==> src/rtl/dma_copy_engine.sv <==
// Memory-to-memory block-copy DMA initiator with one outstanding request at a time.
// Optional per-request watchdog is enabled by defining DMA_TIMEOUT_EN.
module dma_copy_engine #(
  parameter int DATA_WIDTH     = 32,
  parameter int ADDR_WIDTH     = 28,
  parameter int LEN_WIDTH      = 16,
  parameter int TIMEOUT_CYCLES = 64
) (
  input  logic                  clk,
  input  logic                  rst,
  input  logic                  start,
  input  logic [ADDR_WIDTH-1:0] src_addr,
  input  logic [ADDR_WIDTH-1:0] dst_addr,
  input  logic [LEN_WIDTH-1:0]  len,
  input  logic                  abort,
  output logic                  busy,
  output logic                  done,
  output logic                  err,
  output logic [LEN_WIDTH-1:0]  words_done,
  output logic                  mem_en,
  output logic                  mem_wr_en,
  output logic [ADDR_WIDTH-1:0] mem_addr,
  output logic [DATA_WIDTH-1:0] mem_wdata,
  input  logic [DATA_WIDTH-1:0] mem_rdata,
  input  logic                  mem_valid
);

  typedef enum logic [2:0] {IDLE, RD_REQ, RD_WAIT, WR_REQ, WR_WAIT, DONE} state_t;

  state_t                state;
  logic                  req_q;
  logic                  abort_pend;
  logic [ADDR_WIDTH-1:0] cur_src;
  logic [ADDR_WIDTH-1:0] cur_dst;
  logic [LEN_WIDTH-1:0]  remaining;

`ifdef DMA_TIMEOUT_EN
  localparam int WD_W = $clog2(TIMEOUT_CYCLES + 1);
  logic [WD_W-1:0] wd_cnt;
`endif

  // An abort seen in a request cycle suppresses the strobe of that same cycle.
  assign mem_en = req_q & ~abort;

  always_ff @(posedge clk) begin
    if (rst) begin
      state      <= IDLE;
      req_q      <= 1'b0;
      abort_pend <= 1'b0;
      busy       <= 1'b0;
      done       <= 1'b0;
      err        <= 1'b0;
      words_done <= '0;
      mem_wr_en  <= 1'b0;
      mem_addr   <= '0;
      mem_wdata  <= '0;
      cur_src    <= '0;
      cur_dst    <= '0;
      remaining  <= '0;
`ifdef DMA_TIMEOUT_EN
      wd_cnt     <= '0;
`endif
    end else begin
      done <= 1'b0;
      case (state)
        IDLE: if (start) begin
          cur_src    <= src_addr;
          cur_dst    <= dst_addr;
          remaining  <= len;
          err        <= 1'b0;
          words_done <= '0;
          abort_pend <= 1'b0;
          if (len == '0) begin
            state <= DONE;
            done  <= 1'b1;
          end else begin
            state     <= RD_REQ;
            busy      <= 1'b1;
            req_q     <= 1'b1;
            mem_wr_en <= 1'b0;
            mem_addr  <= src_addr;
          end
        end
        RD_REQ, WR_REQ: begin
          req_q <= 1'b0;
`ifdef DMA_TIMEOUT_EN
          wd_cnt <= '0;
`endif
          if (abort) begin
            err   <= 1'b1;
            busy  <= 1'b0;
            done  <= 1'b1;
            state <= DONE;
          end else begin
            state <= (state == RD_REQ) ? RD_WAIT : WR_WAIT;
          end
        end
        RD_WAIT: begin
          if (abort) abort_pend <= 1'b1;
          if (mem_valid) begin
            mem_wdata <= mem_rdata;
            cur_src   <= cur_src + ADDR_WIDTH'(1);
            if (abort || abort_pend) begin
              err   <= 1'b1;
              busy  <= 1'b0;
              done  <= 1'b1;
              state <= DONE;
            end else begin
              state     <= WR_REQ;
              req_q     <= 1'b1;
              mem_wr_en <= 1'b1;
              mem_addr  <= cur_dst;
            end
          end
`ifdef DMA_TIMEOUT_EN
          else if (wd_cnt == WD_W'(TIMEOUT_CYCLES - 1)) begin
            err   <= 1'b1;
            busy  <= 1'b0;
            done  <= 1'b1;
            state <= DONE;
          end else begin
            wd_cnt <= wd_cnt + 1'b1;
          end
`endif
        end
        WR_WAIT: begin
          if (abort) abort_pend <= 1'b1;
          if (mem_valid) begin
            cur_dst    <= cur_dst + ADDR_WIDTH'(1);
            words_done <= words_done + LEN_WIDTH'(1);
            remaining  <= remaining - LEN_WIDTH'(1);
            if (abort || abort_pend || remaining == LEN_WIDTH'(1)) begin
              err   <= abort || abort_pend;
              busy  <= 1'b0;
              done  <= 1'b1;
              state <= DONE;
            end else begin
              state     <= RD_REQ;
              req_q     <= 1'b1;
              mem_wr_en <= 1'b0;
              mem_addr  <= cur_src;
            end
          end
`ifdef DMA_TIMEOUT_EN
          else if (wd_cnt == WD_W'(TIMEOUT_CYCLES - 1)) begin
            err   <= 1'b1;
            busy  <= 1'b0;
            done  <= 1'b1;
            state <= DONE;
          end else begin
            wd_cnt <= wd_cnt + 1'b1;
          end
`endif
        end
        DONE: state <= IDLE;
        default: state <= IDLE;
      endcase
    end
  end

endmodule

==> config.mk <==
export PLATFORM = sky130hd
export DESIGN_NAME = dma_copy_engine
export DESIGN_NICKNAME = d
export VERILOG_FILES = /design/src/rtl/dma_copy_engine.sv
export SDC_FILE = /design/constraint.sdc
export NUM_CORES = 1
export LEC_CHECK = 0
export CAP_MARGIN = 20
export CORE_UTILIZATION = 28
export DETAILED_ROUTE_END_ITERATION = 8
export HOLD_SLACK_MARGIN = 0.12
export SLEW_MARGIN = 20
export SYNTH_ARGS = -nofsm -noshare
export SYNTH_HDL_FRONTEND = slang
export SYNTH_SLANG_ARGS = --single-unit
==> constraint.sdc <==
create_clock -name clk -period 3.4 [get_ports clk]
set_input_delay 0.34 -clock clk [delete_from_list [all_inputs] [get_ports clk]]
set_output_delay 0.34 -clock clk [all_outputs]
set_load 0.02 [all_outputs]
==> run metrics <==
status=completed; max cap viols=0; FMAX=0.383 GHz; Synth Net Count=1,239; Port Buf Inserts=189; post-cts resize count=0; final setup fails=0; Arr. time, crit path=2970 ps; Initial Utilization=28.8%; Worst Path Required=3760 ps; # hold bufs at CTS=0; CP Capture Type=register; ys flop type=dfxtp_1; clk_lat worst skew=440 ps; nets@finish=1,383; drt first-iter violations=782; Congestion Overflow GR=0; yosys warns=0; CTS tree=yes; Placed Instances=1,640; diodes inserted=0; CP startpoint kind=register; Commonest cells post-synth=174 x nand2_1, 157 x dfxtp_1, 129 x a21oi_1; worst setup path end=cur_src[25]; Post-synth EDFFs=0; Die H=177 um; RePlAce Congestion=0.855; Fillers=3,143; share of cells above drive strength 1=8.05%; Worst-path clk slew=70 ps; flop2flop setup slack=790 ps; post-synthesis sequential area ratio=36.5%; reg-to-reg critical path startpoint=state[1]; initial antenna violation count=1; CTS sink cnt=157; critical path fanouts, max=47; Die ar.=31,500 um^2; part of the cycle the worst path needs=76.7%; maximum VDD drop=348 uV; Post-Syn Area per Cell=7.66 um^2; site row count=63; depth of the worst hold-timing path=3; DRC viols=0; Core Region=30,000 um^2; leakage=4.04 nW; Setup TNS=0 ps; clk buf depth=2; Async S/R FF share, synth=0%; postcts setup bufs=0; RSZ-0062 raised after global routing=false; Cell Area, Synth=8620 um^2; Max Slew Vio Count=0; Post-DP HPWL=20,400 um; first-pass GRT wire length=46,000 um; R2R cell count=6; Routed WL per cell=17.7 um; top cell type's share of synthesized area=36.5%; DR pass1 iterations=5; Power, Total=0.00539 W; Netlist cell types=67; critical path type=register to register; Via density=5.35; endpoints failing hold=0; H-tree depth=4; Worst Setup SP=state[1]; most common cell in the netlist=nand2_1; PwrDens=469 nW/um^2; I/O Pins=190; Gate Count Post-Synth=1,125; dominant cells by area after synthesis=dfxtp_1 36%, nand2_1 7.6%, a21oi_1 7.5%, nor2_1 3.9%, a22oi_1 3.7%; Antenna Nets Post-Route=0; vias in the first global route=8,410; total track usage=18.7%; total number of vias=8,929; cell taking the most area after synthesis=dfxtp_1; FF+latch count, synth=157; Layout area overhead=33.3%; Layout Cells excl Fill=1,670; Hold WC Path Type=input port to register; worst r2r dst=cur_src[25]; clk_skew=19.7 ps; die width=177 um; Slew @ Worst Pin=823 ps; largest net degree at the start of global routing=157; Hold WS=327 ps; Tmin final=2610 ps; clk root buf=clkbuf_16; drt total wl=29,600 um; Slew headroom=44.6%; cts bufs inserted=17
-- final cells by class --
class	instances	area, um^2	share of cell area, %
Sequential cell	157	3140	27.4
Inverter	12	45.0	0.392
Timing Repair Buffer	211	2080	18.1
Multi-Input combinational cell	870	5100	44.4
Clock inverter	12	209	1.82
Tap cell	390	488	4.25
Clock buffer	18	429	3.74
-- report_power, final --
| part | internal [W] | leakage, nW | switching (W) |
|---|---|---|---|
| Combinational | 0.000500 | 2.45 | 0.000580 |
| Sequential | 0.00198 | 1.28 | 0.000179 |
| Clock | 0.00131 | 0.304 | 0.000843 |
| Total | 0.00379 | 4.04 | 0.00160 |
-- metal layers --
layer / vias up / wire length (um) / global-route usage, %
met3: 33 / 2410 / 5.89
met2: 329 / 14000 / 31.1
met1: 4194 / 12700 / 22.7
met5: - / 11 / 0
li1: 4371 / - / -
met4: 2 / 567 / 5.84
-- kinds of logic after synthesis --
kind of cell | share of synthesized area (%)
compound gates | 24.0
fa+ha+maj | 0.726
flops | 36.5
simple gates | 27.4
buf+inv | 4.72
mux | 5.24
xor+xnor | 1.52
-- state kept, by name, indices dropped and copies added, names as in the netlist, 3 cells and up --
register and count:
mem_wdata 32, remaining 16, cur_src 28, mem_addr 28, words_done 16, state 3, cur_dst 28
-- cell usage in the layout, fill, tap and decap left out, types with 9 or more instances in the layout --
cell             instances
o21ai_0                 51
a21oi_1                129
a31oi_1                 11
clkdlybuf4s50_1        188
nor4_1                  15
nor3_1                  30
nor2_1                  87
nor2b_1                 33
inv_1                   12
nand3_1                 44
xor2_1                  10
dfxtp_1                157
and4_1                   9
a211oi_1                12
and3_1                  17
nand4_1                 24
nand2_1                174
buf_4                   21
and2_1                  10
mux2_4                   9
a22oi_1                 42
mux2_2                  21
o22ai_1                 10
clkbuf_16               17
-- stage by stage --
step	instance area [um^2]	util (%)	worst slack, ps
5_1_grt	11500	38.4	615
4_1_cts	11500	38.4	846
3_5_place_dp	10900	36.2	638
2_1_floorplan	8620	-	1230
3_3_place_gp	10900	36.2	684
6_report	11500	38.4	792
-- worst min-delay path by stage --
stage                       start  slack [ps]            end
floorplan                   req_q         430          req_q
global placement    mem_wdata[11]         440  mem_wdata[11]
detailed placement  mem_wdata[19]         450  mem_wdata[19]
CTS                           rst         310    cur_src[10]
global route                  rst         340    cur_src[10]
finish                        rst         330    cur_src[10]
-- worst max-delay path: stages (launching register included) --
cell and delay, ps:
dfxtp_1 660, nor3b_2 310, buf_4 460, nand2_1 240, or3_1 350, or4_1 400
o211ai_1 100
No activity file was read; power rests on OpenSTA's default activity.
